File: src/rtl/seq_pattern_gen.sv
// Serial test-pattern transmitter: steps a latched WIDTH-bit pattern out MSB-first on x,
// one bit per key press. Define SEQ_DEBOUNCE_EN to insert a counter-based key filter.
module seq_pattern_gen #(
    parameter int WIDTH  = 8,
    parameter int IDX_W  = 3,
    parameter int DB_CNT = 500000,
    parameter int DB_W   = 20
) (
    input  logic             clk,
    input  logic             reset,
    input  logic             anjian,
    input  logic             start,
    input  logic [WIDTH-1:0] pattern,
    input  logic             loop,
    output logic             x,
    output logic             busy,
    output logic             done,
    output logic [IDX_W-1:0] bit_idx
);

    if (WIDTH < 2 || WIDTH > 16 || (2 ** IDX_W) < WIDTH) begin : g_bad_width
        $error("seq_pattern_gen: WIDTH must be 2..16 and fit in IDX_W bits");
    end
    if (DB_W < 1 || DB_CNT < 1 || DB_CNT > (2 ** DB_W)) begin : g_bad_db
        $error("seq_pattern_gen: DB_CNT must be 1..2**DB_W");
    end

    localparam logic [IDX_W-1:0] LAST_IDX = IDX_W'(WIDTH - 1);

    typedef enum logic [1:0] {
        IDLE  = 2'd0,
        SHIFT = 2'd1,
        DONE  = 2'd2
    } state_t;

    logic key_s1_q;
    logic key_s2_q;
    logic key_lvl;
    logic key_prev_q;
    logic step_q;

    always_ff @(posedge clk) begin
        if (reset) begin
            key_s1_q   <= 1'b0;
            key_s2_q   <= 1'b0;
            key_prev_q <= 1'b0;
            step_q     <= 1'b0;
        end else begin
            key_s1_q   <= anjian;
            key_s2_q   <= key_s1_q;
            key_prev_q <= key_lvl;
            step_q     <= key_lvl & ~key_prev_q;
        end
    end

`ifdef SEQ_DEBOUNCE_EN
    logic [DB_W-1:0] db_cnt_q;
    logic [DB_W-1:0] db_cnt_d;
    logic            db_lvl_q;
    logic            db_lvl_d;

    // The filtered level flips on the DB_CNT-th consecutive differing sample.
    always_comb begin
        db_cnt_d = '0;
        db_lvl_d = db_lvl_q;
        if (key_s2_q != db_lvl_q) begin
            if (db_cnt_q == DB_W'(DB_CNT - 1)) begin
                db_lvl_d = key_s2_q;
            end else begin
                db_cnt_d = db_cnt_q + 1'b1;
            end
        end
    end

    always_ff @(posedge clk) begin
        if (reset) begin
            db_cnt_q <= '0;
            db_lvl_q <= 1'b0;
        end else begin
            db_cnt_q <= db_cnt_d;
            db_lvl_q <= db_lvl_d;
        end
    end

    assign key_lvl = db_lvl_q;
`else
    assign key_lvl = key_s2_q;
`endif

    state_t           state_q, state_d;
    logic [WIDTH-1:0] pat_q, pat_d;
    logic [WIDTH-2:0] sh_q, sh_d;
    logic             loop_q, loop_d;
    logic             x_q, x_d;
    logic             busy_q, busy_d;
    logic             done_q, done_d;
    logic [IDX_W-1:0] bit_idx_q, bit_idx_d;

    // sh_q holds the bits still to be sent after the one currently on x.
    always_comb begin
        state_d   = state_q;
        pat_d     = pat_q;
        sh_d      = sh_q;
        loop_d    = loop_q;
        x_d       = x_q;
        busy_d    = busy_q;
        done_d    = 1'b0;
        bit_idx_d = bit_idx_q;
        unique case (state_q)
            IDLE: begin
                x_d       = 1'b0;
                busy_d    = 1'b0;
                bit_idx_d = '0;
                if (start) begin
                    pat_d   = pattern;
                    loop_d  = loop;
                    sh_d    = pattern[WIDTH-2:0];
                    x_d     = pattern[WIDTH-1];
                    busy_d  = 1'b1;
                    state_d = SHIFT;
                end
            end
            SHIFT: begin
                if (step_q) begin
                    if (bit_idx_q != LAST_IDX) begin
                        bit_idx_d = bit_idx_q + 1'b1;
                        x_d       = sh_q[WIDTH-2];
                        sh_d      = sh_q << 1;
                    end else if (loop_q) begin
                        bit_idx_d = '0;
                        x_d       = pat_q[WIDTH-1];
                        sh_d      = pat_q[WIDTH-2:0];
                        done_d    = 1'b1;
                    end else begin
                        bit_idx_d = '0;
                        x_d       = 1'b0;
                        busy_d    = 1'b0;
                        done_d    = 1'b1;
                        state_d   = DONE;
                    end
                end
            end
            DONE: begin
                x_d     = 1'b0;
                busy_d  = 1'b0;
                state_d = IDLE;
            end
            default: begin
                x_d       = 1'b0;
                busy_d    = 1'b0;
                bit_idx_d = '0;
                state_d   = IDLE;
            end
        endcase
    end

    always_ff @(posedge clk) begin
        if (reset) begin
            state_q   <= IDLE;
            pat_q     <= '0;
            sh_q      <= '0;
            loop_q    <= 1'b0;
            x_q       <= 1'b0;
            busy_q    <= 1'b0;
            done_q    <= 1'b0;
            bit_idx_q <= '0;
        end else begin
            state_q   <= state_d;
            pat_q     <= pat_d;
            sh_q      <= sh_d;
            loop_q    <= loop_d;
            x_q       <= x_d;
            busy_q    <= busy_d;
            done_q    <= done_d;
            bit_idx_q <= bit_idx_d;
        end
    end

    assign x       = x_q;
    assign busy    = busy_q;
    assign done    = done_q;
    assign bit_idx = bit_idx_q;

endmodule

File: config.mk
export PLATFORM = sky130hd
export DESIGN_NAME = seq_pattern_gen
export DESIGN_NICKNAME = d
export VERILOG_FILES = /design/src/rtl/seq_pattern_gen.sv
export SDC_FILE = /design/constraint.sdc
export NUM_CORES = 1
export LEC_CHECK = 0
export CAP_MARGIN = 20
export CORE_ASPECT_RATIO = 0.9
export CORE_MARGIN = 2
export CORE_UTILIZATION = 50
export CTS_CLUSTER_DIAMETER = 100
export DETAILED_ROUTE_END_ITERATION = 12
export DONT_BUFFER_PORTS = 1
export GPL_TIMING_DRIVEN = 0
export HOLD_SLACK_MARGIN = 0.1
export PLACE_DENSITY_LB_ADDON = 0.2
export SLEW_MARGIN = 40
export SYNTH_ARGS = -nofsm -noshare
export SYNTH_HDL_FRONTEND = slang
export SYNTH_SLANG_ARGS = --single-unit
File: constraint.sdc
create_clock -name clk -period 2.5 [get_ports clk]
set_input_delay 0.25 -clock clk [delete_from_list [all_inputs] [get_ports clk]]
set_output_delay 0.25 -clock clk [all_outputs]
set_load 0.005 [all_outputs]
# After elaboration in Yosys (flattened, before gate mapping)

Index checks and enable logic that the tools add are counted.

Register bits after elaboration: 28
Bits in latches: 0
Bits in writable memories: 0
ROM bits: 0
Output and inout port bits: 6
Logic and storage cells: 58
Memories: 0

Add/sub/neg operators: 1
$mul: 0
Div/mod/pow operators: 0
$lt $le $gt $ge: 0
Eq/ne operators: 8
Shift-type cells: 0
Mux-type cells: 24
Bitwise gates (word level): 5
Reduce and logical (&&, ||, !) cells: 8

Operator list:

| operator              | count |
|---|---|
| $mux W7               | 4 |
| $pmux W7 S2           | 1 |
| $mux W1               | 9 |
| $mux W2               | 4 |
| $ne A2 B2 Y1 const B  | 4 |
| $reduce_and A4 Y1     | 2 |
| $mux W3               | 2 |
| $ne A3 B3 Y1 const B  | 2 |
| $pmux W3 S2           | 1 |
| $not A1 Y1            | 4 |
| $pmux W1 S2           | 2 |
| $pmux W2 S2           | 1 |
| $reduce_and A2 Y1     | 2 |
| $add A3 B1 Y3 const B | 1 |
| $reduce_and A3 Y1     | 1 |
| $reduce_or A3 Y1      | 1 |
| $eq A2 B1 Y1 const B  | 1 |
| $eq A2 B2 Y1 const B  | 1 |
| $logic_not A2 Y1      | 1 |
| $reduce_bool A2 Y1    | 1 |
| $and A1 B1 Y1         | 1 |

# Logic depth before layout (Yosys ltp)

Gate-level depths: netlist (run 1).

Depth in word-level cells: 4
Mapped depth: 6

# Worst setup path after synthesis (run 1)

No wires, ideal clock.

Path type: reg2reg
Start: reg bit_idx_q[0], in the netlist bit_idx[0]
End: reg sh_q[6]
Arrival: 1448 ps
Path slack: 965 ps
Cell stages (with the launch flop): 7
Path buffers: 1
Period minus slack after synthesis: 1535 ps
Path through: dfxtp_1 > ha_1 > ha_1 > buf_2 > mux2i_1 > a2111o_1 > o31ai_1

Longest elaborated chain between the ends: 4
Elaborated cells on any way between the ends: 6
Classes of those cells: eq/ne (2); mux (3); reduce/logical (1)

RTL lines:

| item                     | RTL line | source |
|---|---|---|
| start: declaration       | 97       | `logic [IDX_W-1:0] bit_idx_q, bit_idx_d;` |
| start signal: assignment | 175      | `bit_idx_q <= bit_idx_d;` |
| $ne A3 B3 Y1 (*)         | 125      | `if (bit_idx_q != LAST_IDX) begin` |
| $mux W7                  | 125      |  |
| $mux W7                  | 124      | `if (step_q) begin` |
| $pmux W7 S2              | 109      | `unique case (state_q)` |
| end signal: assignment   | 161      | `sh_q <= '0;` |
| end signal: assignment   | 170      | `sh_q <= sh_d;` |
| end: declaration         | 92       | `logic [WIDTH-2:0] sh_q, sh_d;` |

Every way passes the cells marked *; elsewhere a longest branch is shown, timed or not. The select of a mux whose other input is x is not followed.
A chain may end at the register's enable or synchronous reset.

# Worst setup path in the final report (run 1)

Ends and elaborated chain as after synthesis.

==> qor.log, run 1 <==
[clocking] clock tree root buffer cell sky130_fd_sc_hd__clkbuf_4
[clocking] clock insertion delay at the later pin of the skew report 0.32 ns
[detailed_routing] ratio of routed vias to standard cells 5.775
[floorplan] number of placement rows 17
[hold_path] critical hold path startpoint reset
[floorplan] core footprint 2446 sq um
[timing] Post-Route Skew 0.006067 ns
[setup_path] register-to-register path setup slack 0.70 ns
[power] relative contribution of combinational cells to total power 14.6%
[power] switching component of the power 200.1 uW
[detailed_routing] per-cell routed wire length 15.10 um
[power] Power per Cell Area 560.8 nW/um^2
[detailed_routing] number of detailed-route iterations in the first pass 4
[synth] share of Yosys cell area claimed by the top area cell type 43.62%
[synth] post-synthesis simple-gate area fraction 19.38%
[synth] Mapped Avg Cell Area 9.884 sq um
[synth] count of unique library cells instantiated by Yosys 32
[synth] register bit count reported by yosys 28
[power] sw frac 24.34%
[synth] number of cells produced by synthesis 130
[synth] combinational family with the most area after synthesis simple AND/OR/NAND/NOR gates
[detailed_routing] number of design rule violations left after detail routing 0
[power] IR drop worst, VDD 0.6365 mV
[placement] weighted congestion reported at the end of routability-driven placement 0.8315
[layout] FF/Latch Area 560.5 sq um
[clocking] count of clock tree sinks 28
[synth] compound-cell area share of the yosys netlist 11.20%
[power] clock network fraction of total power 26.4%
[power] static leakage 0.0005766 uW
[detailed_routing] 1st-iter DRT viols 29
[floorplan] Chip Width 57.44 um
[detailed_routing] Detail Route Antenna Nets 0
[clocking] CTS tree yes
[layout] fin nets 162
[floorplan] Initial Utilization 52.53%
[synth] Warnings, synthesis 0
[layout] area used by multi-input combinational logic 651.9 sq um
[job] number of violations of the max-capacitance limit 0
[timing] post-layout minimum cycle time 1.802 ns
[clocking] Resized Gates After CTS 0
[synth] library cell occupying the most area in the post-synthesis netlist sky130_fd_sc_hd__dfxtp_1
[timing] maximum operating frequency 555.1 MHz
[timing] Worst-Margin Slew 0.5038 ns
[synth] most area-consuming cells after synthesis sky130_fd_sc_hd__dfxtp_1 44%, sky130_fd_sc_hd__mux2i_1 16%, sky130_fd_sc_hd__nor2_1 4.7%
[global_routing] vias in the first global route 1056
[global_routing] grt ovf 0
[setup_path] CP Capture Type register
[floorplan] Total Die Area 2992 sq um
[hold_path] path category of the worst min-delay check primary input to register
[layout] filler instances 233
[hold_path] instance count along the most critical hold path 2
[synth] xor and xnor area share after synthesis 0%
[placement] post-placement cell area 1320 sq um
[setup_path] FF-to-FF End sh_q[6]
[setup_path] Worst Path Class, Setup register to register
[clocking] deepest clock path buffer count 2
[timing] Total Negative Setup Slacks 0 ns
[setup_path] Register-to-Register Path Depth 6
[power] Int Pwr 622.2 uW
[global_routing] largest net degree at the start of global routing 16
[detailed_routing] total number of vias 999
[timing] period utilisation layout 72.06%
[layout] P&R area growth vs syn 14.12%
[placement] total of buffers placed on input and output ports 0
[setup_path] worst flop-to-flop path startpoint bit_idx[0]
[layout] fraction of final layout cells with drive strength greater than 1 9.655%
[floorplan] number of placed I/O pins 19
[status] outcome complete, no violations
[global_routing] Total Routing Usage GR 20.15%
[power] portion of total power attributed to sequential cells 59.0%
[layout] Diodes inserted 0
[timing] setup repair after global routing missed its margin false
[synth] adder and majority cell fraction of the synthesized area 2.921%
[floorplan] Die Ht 52.10 um
[setup_path] arrival time of the worst setup path 2.05 ns
[global_routing] global-route wire length before repair 4609 um
[synth] cell area after synthesis 1285 sq um
[detailed_routing] overall routed net length 2612 um
[synth] synthesized netlist net count 146
[timing] Hold Vio Cnt, Final 0
[global_routing] initial antenna violation count 0
[timing] final setup violation count 0
[synth] post-synthesis mux area share 17.23%
[setup_path] largest fanout of any net on the critical path 6
[setup_path] element type at the critical path start register
[clocking] Num CTS Buffers 3
[timing] max-slew violation count 0
[clocking] clock transition at the register clock pins on the worst setup and hold paths after CTS 0.15 ns
[timing] worst max-slew margin expressed relative to the limit 66.41%
[layout] area of all placed cells without fillers 1466 sq um
[clocking] CTS H-tree depth 1
[setup_path] CP Data Required Time 2.75 ns
[placement] post-DP HPWL 1801 um
[hold_path] Hold Path Sink sh_q[3]
[synth] Seq/Total Area, Yosys 43.62%
-- layer usage --
| layer | routed length, um | up-vias | part of all wire [%] | global-route usage, % |
|---|---|---|---|---|
| li1 | - | 491 | - | - |
| met1 | 1159 | 480 | 44 | 25.23 |
| met2 | 1290 | 23 | 49 | 34.28 |
| met3 | 130 | 5 | 5.0 | 4.726 |
| met4 | 31 | 0 | 1.2 | 6.202 |
| met5 | 0 | - | 0 | 0 |
-- power groups by stage --
stage	Clock [uW]	Sequential, uW	Combinational (uW)
floorplan	0	491	87.5
global placement	0	494	103
detailed placement	0	495	106
CTS	223	485	120
global route	232	489	136
finish	217	485	120
-- metrics by stage --
stage	util, %	std cells	hold WS, ns	worst slack (ns)	power, uW
2_1_floorplan	-	130	0.3291	0.9646	578.5
3_3_place_gp	53.96	158	0.3320	0.8107	596.9
3_5_place_dp	53.96	158	0.3333	0.7543	600.6
4_1_cts	59.95	173	0.1033	0.7137	828.0
5_1_grt	59.95	173	0.1118	0.5388	857.2
6_report	59.95	173	0.1130	0.6985	822.3
-- worst max-delay path by stage --
stage | start | end | slack, ns
final | bit_idx[0] | sh_q[6] | 0.70
after global routing | bit_idx[0] | sh_q[3] | 0.54
after CTS | bit_idx[0] | sh_q[3] | 0.71
after detailed placement | bit_idx[0] | sh_q[6] | 0.75
after global placement | bit_idx[0] | sh_q[3] | 0.81
after floorplan | bit_idx[0] | sh_q[6] | 0.96
-- what timing repair did --
item	in CTS	in global routing
endpoints found under the hold margin	12	0
hold buffers	11	0
buffers inserted	0	0
-- synthesized netlist by cell type, drive strengths merged --
cell and number:
nand2b 9, clkbuf 3, a222oi 1, nand4b 1, a31oi 1, buf 6
o211ai 1, o31ai 1, o21ai 3, o21bai 1, a2111o 1, mux2 1
nand3b 1, mux2i 21, nand3 1, nor2b 7, or3 1, dfxtp 28
nor4 3, nand2 3, nor3 1, a21oi 7, inv 2, nor2 17
a211o 5, and4b 1, ha 3
-- layout make-up --
cell class	instances	area share, %
multi-input combinational	91	44.45
sequential	28	38.23
timing repair buffer	11	7.509
buffer	9	4.437
clock buffer	4	2.474
tap	28	2.389
inverter	2	0.5119
-- cells in the final DEF, fill, tap and decap left out, types with 2 or more instances in the layout --
master and instances:
sky130_fd_sc_hd__nor2_1 16, sky130_fd_sc_hd__buf_6 3, sky130_fd_sc_hd__clkbuf_1 3, sky130_fd_sc_hd__mux2i_1 21, sky130_fd_sc_hd__nand2b_1 9, sky130_fd_sc_hd__dlygate4sd3_1 11
sky130_fd_sc_hd__clkbuf_4 3, sky130_fd_sc_hd__o21ai_0 3, sky130_fd_sc_hd__nor4_1 3, sky130_fd_sc_hd__dfxtp_1 28, sky130_fd_sc_hd__a21oi_1 7, sky130_fd_sc_hd__inv_1 2
sky130_fd_sc_hd__nand2_1 3, sky130_fd_sc_hd__ha_1 3, sky130_fd_sc_hd__a211o_1 5, sky130_fd_sc_hd__buf_4 2, sky130_fd_sc_hd__nor2b_1 5
-- registers in the layout, indices dropped and copies added, names as in the netlist --
signal / flops
key_lvl: 1
pat_q: 8
busy: 1
key_prev_q: 1
step_q: 1
state_q: 2
bit_idx: 3
x: 1
sh_q: 7
key_s1_q: 1
done: 1
loop_q: 1
-- kinds of logic (layout without fill, tap and decap cells) --
kind of cell / Yosys count / count (layout)
simple gates: 45 / 45
flops: 28 / 28
mux: 22 / 22
compound gates: 21 / 21
buf+inv: 11 / 26
fa+ha+maj: 3 / 3
-- worst max-delay path: stages (launching register included) --
cell and delay (ns):
sky130_fd_sc_hd__dfxtp_1 0.44, sky130_fd_sc_hd__ha_1 0.21, sky130_fd_sc_hd__ha_1 0.23, sky130_fd_sc_hd__nand2b_1 0.07, sky130_fd_sc_hd__a31oi_1 0.39, sky130_fd_sc_hd__nor2_2 0.18
sky130_fd_sc_hd__o31ai_1 0.21
Note: power is estimated with default switching activity, not from simulation.
==> inputs of run 2 (changes only) <==
--- a/config.mk
+++ b/config.mk
@@ -5,6 +5,7 @@
 export SDC_FILE = /design/constraint.sdc
 export NUM_CORES = 1
 export LEC_CHECK = 0
+export ABC_AREA = 1
 export CAP_MARGIN = 20
 export CORE_ASPECT_RATIO = 0.9
 export CORE_MARGIN = 2
==> constraint.sdc (replaced) <==
create_clock -name clk -period 1.6 [get_ports clk]
set_input_delay 0.16 -clock clk [delete_from_list [all_inputs] [get_ports clk]]
set_output_delay 0.16 -clock clk [all_outputs]
set_load 0.005 [all_outputs]
==> qor.log, run 2 <==
[synth] Mapped Avg Cell Area 6.868 sq um [-31%]
[hold_path] instance count along the most critical hold path 2 [unchanged]
[layout] fraction of final layout cells with drive strength greater than 1 11.71% [+2.1 points]
[detailed_routing] ratio of routed vias to standard cells 4.871 [-16%]
[layout] commonest cells after routing, fill and taps aside 53 x sky130_fd_sc_hd__nand2_1, 26 x sky130_fd_sc_hd__nor2_1, 26 x sky130_fd_sc_hd__dfxtp_1
[timing] setup repair after global routing missed its margin true
[global_routing] initial antenna violation count 0 [unchanged]
[layout] FF/Latch Area 563.0 sq um [+0.45%]
[floorplan] Total Die Area 2976 sq um [-0.55%]
[detailed_routing] overall routed net length 2707 um [+3.6%]
[timing] Post-Route Skew 0.002114 ns [-0.003952 ns]
[setup_path] FF-to-FF End sh_q[1]
[synth] top_reg_cell synth sky130_fd_sc_hd__dfxtp_1
[synth] synthesized netlist net count 202 [+38%]
[detailed_routing] number of detailed-route iterations in the first pass 4 [unchanged]
[synth] Seq/Total Area, Yosys 43.88% [+0.26 points]
[clocking] deepest clock path buffer count 2 [unchanged]
[setup_path] maximum cell stage delay along the critical path 0.39 ns [-0.05 ns]
[detailed_routing] 1st-iter DRT viols 60 [+110%]
[global_routing] Total Routing Usage GR 20.82% [+0.67 points]
[synth] Warnings, synthesis 0 [unchanged]
[status] outcome complete, no violations
[timing] worst hold slack after final layout 0.1757 ns [+0.06271 ns]
[timing] Worst-Margin Slew 0.3926 ns [-0.1112 ns]
[clocking] clock transition at the register clock pins on the worst setup and hold paths after CTS 0.15 ns [about the same]
[timing] final setup violation count 0 [unchanged]
[setup_path] cell breakdown of the critical path ha_2, ha_2, buf_6, clkinvlp_4, nand2_2, nand2_2, o21ai_1, nor2_1, nor2_1
[floorplan] Chip Width 57.28 um [-0.27%]
[floorplan] number of placement rows 17 [unchanged]
[setup_path] cell family contributing the most delay on the critical path flip-flops
[detailed_routing] total number of vias 1135 [+14%]
[placement] post-DP HPWL 1945 um [+8.0%]
[placement] post-placement cell area 1313 sq um [-0.57%]
[synth] count of unique library cells instantiated by Yosys 19 [-41%]
[floorplan] core footprint 2446 sq um [unchanged]
[floorplan] Initial Utilization 52.23% [-0.31 points]
[placement] weighted congestion reported at the end of routability-driven placement 0.7844 [-5.7%]
[power] static leakage 0.0007149 uW [+24%]
[global_routing] largest net degree at the start of global routing 17 [+1]
[setup_path] Register-to-Register Path Depth 9 [+3]
[synth] cell types with the highest counts after synthesis 54 x sky130_fd_sc_hd__nand2_1, 28 x sky130_fd_sc_hd__dfxtp_1, 27 x sky130_fd_sc_hd__nor2_1
[layout] most frequent standard cell in the layout excluding fill and tap cells sky130_fd_sc_hd__nand2_1
[job] number of violations of the max-capacitance limit 0 [unchanged]
[layout] area of all placed cells without fillers 1535 sq um [+4.7%]
[setup_path] CP Buf/Inv Count 2 [+2]
[timing] maximum operating frequency 660.7 MHz [+19%]
[clocking] count of clock tree sinks 28 [unchanged]
[synth] share of Yosys cell area claimed by the top area cell type 43.88% [+0.26 points]
[synth] library cell occupying the most area in the post-synthesis netlist sky130_fd_sc_hd__dfxtp_1
[setup_path] worst flop-to-flop path startpoint bit_idx[0]
[clocking] CTS H-tree depth 1 [unchanged]
[global_routing] grt ovf 0 [unchanged]
[clocking] clock tree root buffer cell sky130_fd_sc_hd__clkbuf_4
[power] Power per Cell Area 998.8 nW/um^2 [+78%]
[synth] number of enable-type register cells in the synthesized netlist 0 [unchanged]
[timing] max-slew violation count 0 [unchanged]
[timing] period utilisation layout 94.60% [+23 points]
[layout] filler instances 235 [+0.86%]
[clocking] CTS tree yes
[timing] Hold Vio Cnt, Final 0 [unchanged]
[detailed_routing] number of design rule violations left after detail routing 0 [unchanged]
[hold_path] path category of the worst min-delay check primary input to register
[hold_path] critical hold path startpoint reset
[floorplan] number of placed I/O pins 19 [unchanged]
[setup_path] element type at the critical path start register
[setup_path] CP Data Required Time 1.88 ns [-0.87 ns]
[layout] P&R area growth vs syn 20.18%
[synth] number of cells produced by synthesis 186 [+43%]
[timing] worst max-slew margin expressed relative to the limit 73.82% [+7.4 points]
[floorplan] Die Ht 51.95 um [-0.28%]
[layout] Diodes inserted 0 [unchanged]
[setup_path] largest fanout of any net on the critical path 8 [+2]
[setup_path] CP Capture Type register
[synth] most area-consuming cells after synthesis sky130_fd_sc_hd__dfxtp_1 44%, sky130_fd_sc_hd__nand2_1 16%, sky130_fd_sc_hd__nor2_1 7.9%
[global_routing] vias in the first global route 1057 [+0.095%]
[setup_path] register-to-register path setup slack 0.09 ns [-0.61 ns]
[clocking] clock insertion delay at the later pin of the skew report 0.33 ns [about the same]
[layout] number of flip-flops under the largest register name 8 [unchanged]
[layout] fin nets 222 [+37%]
[synth] cell area after synthesis 1277 sq um [-0.58%]
[global_routing] global-route wire length before repair 4719 um [+2.4%]
[layout] register containing the most flip-flops in the final layout pat_q
[layout] area used by multi-input combinational logic 591.8 sq um [-9.2%]
[synth] cell with the most instances after synthesis sky130_fd_sc_hd__nand2_1
[setup_path] arrival time of the worst setup path 1.80 ns [-0.25 ns]
[setup_path] Worst path slowest cell sky130_fd_sc_hd__dfxtp_2
[clocking] Num CTS Buffers 3 [unchanged]
[setup_path] Worst Path Class, Setup register to register
[hold_path] Hold Path Sink key_s1_q
[detailed_routing] per-cell routed wire length 11.62 um [-23%]
[placement] total of buffers placed on input and output ports 0 [unchanged]
[synth] share of flip-flops with an asynchronous set or reset 0% [unchanged]
[power] IR drop worst, VDD 0.7789 mV [+22%]
[detailed_routing] Detail Route Antenna Nets 0 [unchanged]
[timing] post-layout minimum cycle time 1.514 ns [-0.2880 ns]
[synth] register bit count reported by yosys 28 [unchanged]
==> run 2: cell types whose count changed in the layout (fill, tap and decap cells not counted), moves of 9 or more <==
cell / previous run / this run
sky130_fd_sc_hd__nand2_1: 3 / 53
sky130_fd_sc_hd__inv_1: 2 / 23
sky130_fd_sc_hd__mux2i_1: 21 / 0
sky130_fd_sc_hd__nor2_1: 16 / 26
sky130_fd_sc_hd__nand2b_1: 9 / 0
sky130_fd_sc_hd__nand3_1: 1 / 10
sky130_fd_sc_hd__o21ai_0: 3 / 12
==> run 2: report_power, final <==
group / switching [uW] / total, uW / leakage (uW) / internal [uW]
Combinational: 170 / 283 / 0.000455 / 113
Sequential: 28.1 / 785 / 0.000232 / 757
Clock: 211 / 465 / 0.0000279 / 254
Total: 410 / 1530 / 0.000715 / 1120
==> run 2: per-stage QoR <==
| stage | power, uW | util, % | setup WS [ns] | instances | setup TNS [ns] |
|---|---|---|---|---|---|
| after CTS | 1537 | 61.33 | 0.006663 | 231 | 0 |
| after global routing | 1621 | 62.76 | -0.01389 | 233 | -0.01389 |
| final | 1533 | 62.76 | 0.08644 | 233 | 0 |
| after floorplan | 994.5 | - | 0.1881 | 186 | 0 |
| after global placement | 1038 | 53.66 | 0.0003889 | 214 | 0 |
| after detailed placement | 1050 | 53.66 | 0.002143 | 214 | 0 |
==> run 2: kinds of logic (layout without fill, tap and decap cells) <==
group | count (synthesis) | after routing | synth area share, %
buffers and inverters | 31 | 50 | 11.26
AO/OA/AOI/OAI | 27 | 27 | 10.87
AND/OR/NAND/NOR | 97 | 97 | 31.05
flip-flops | 28 | 28 | 43.88
adder cells (fa/ha/maj) | 3 | 3 | 2.939
==> run 2: layout make-up <==
type | instances | share of cell area, %
tap | 28 | 2.282
inverter | 25 | 6.357
buffer | 6 | 3.260
clock inverter | 1 | 1.956
multi-input combinational | 127 | 38.55
timing repair buffer | 15 | 9.454
sequential | 28 | 36.67
clock buffer | 3 | 1.467
==> run 2: how the worst max path moves through the flow <==
stage / start / end / slack [ns] / cells past startpoint
2_1_floorplan: bit_idx[0] / sh_q[1] / 0.19 / 9
3_3_place_gp: bit_idx[0] / sh_q[6] / 0.0004 / 9
3_5_place_dp: bit_idx[0] / sh_q[3] / 0.002 / 9
4_1_cts: bit_idx[1] / sh_q[1] / 0.007 / 9
5_1_grt: bit_idx[0] / sh_q[4] / -0.01 / 9
6_report: bit_idx[0] / sh_q[1] / 0.09 / 9
==> run 2: timing repair <==
item	CTS	global route
pin swaps	0	1
hold buffers	13	0
resized for setup	2	8
setup endpoints to repair	5	7
buffers inserted	0	2
hold endpoints to repair	19	0
==> run 2: per-layer routing <==
metal  global-route usage (%)  vias up  wire length (um)  share of wire, %
li1                         -      618                 -                 -
met1                    27.36      484              1276                47
met2                    35.06       31              1235                46
met3                    5.473        2               177               6.5
met4                    3.488        0                17              0.63
met5                        0        -                 0                 0
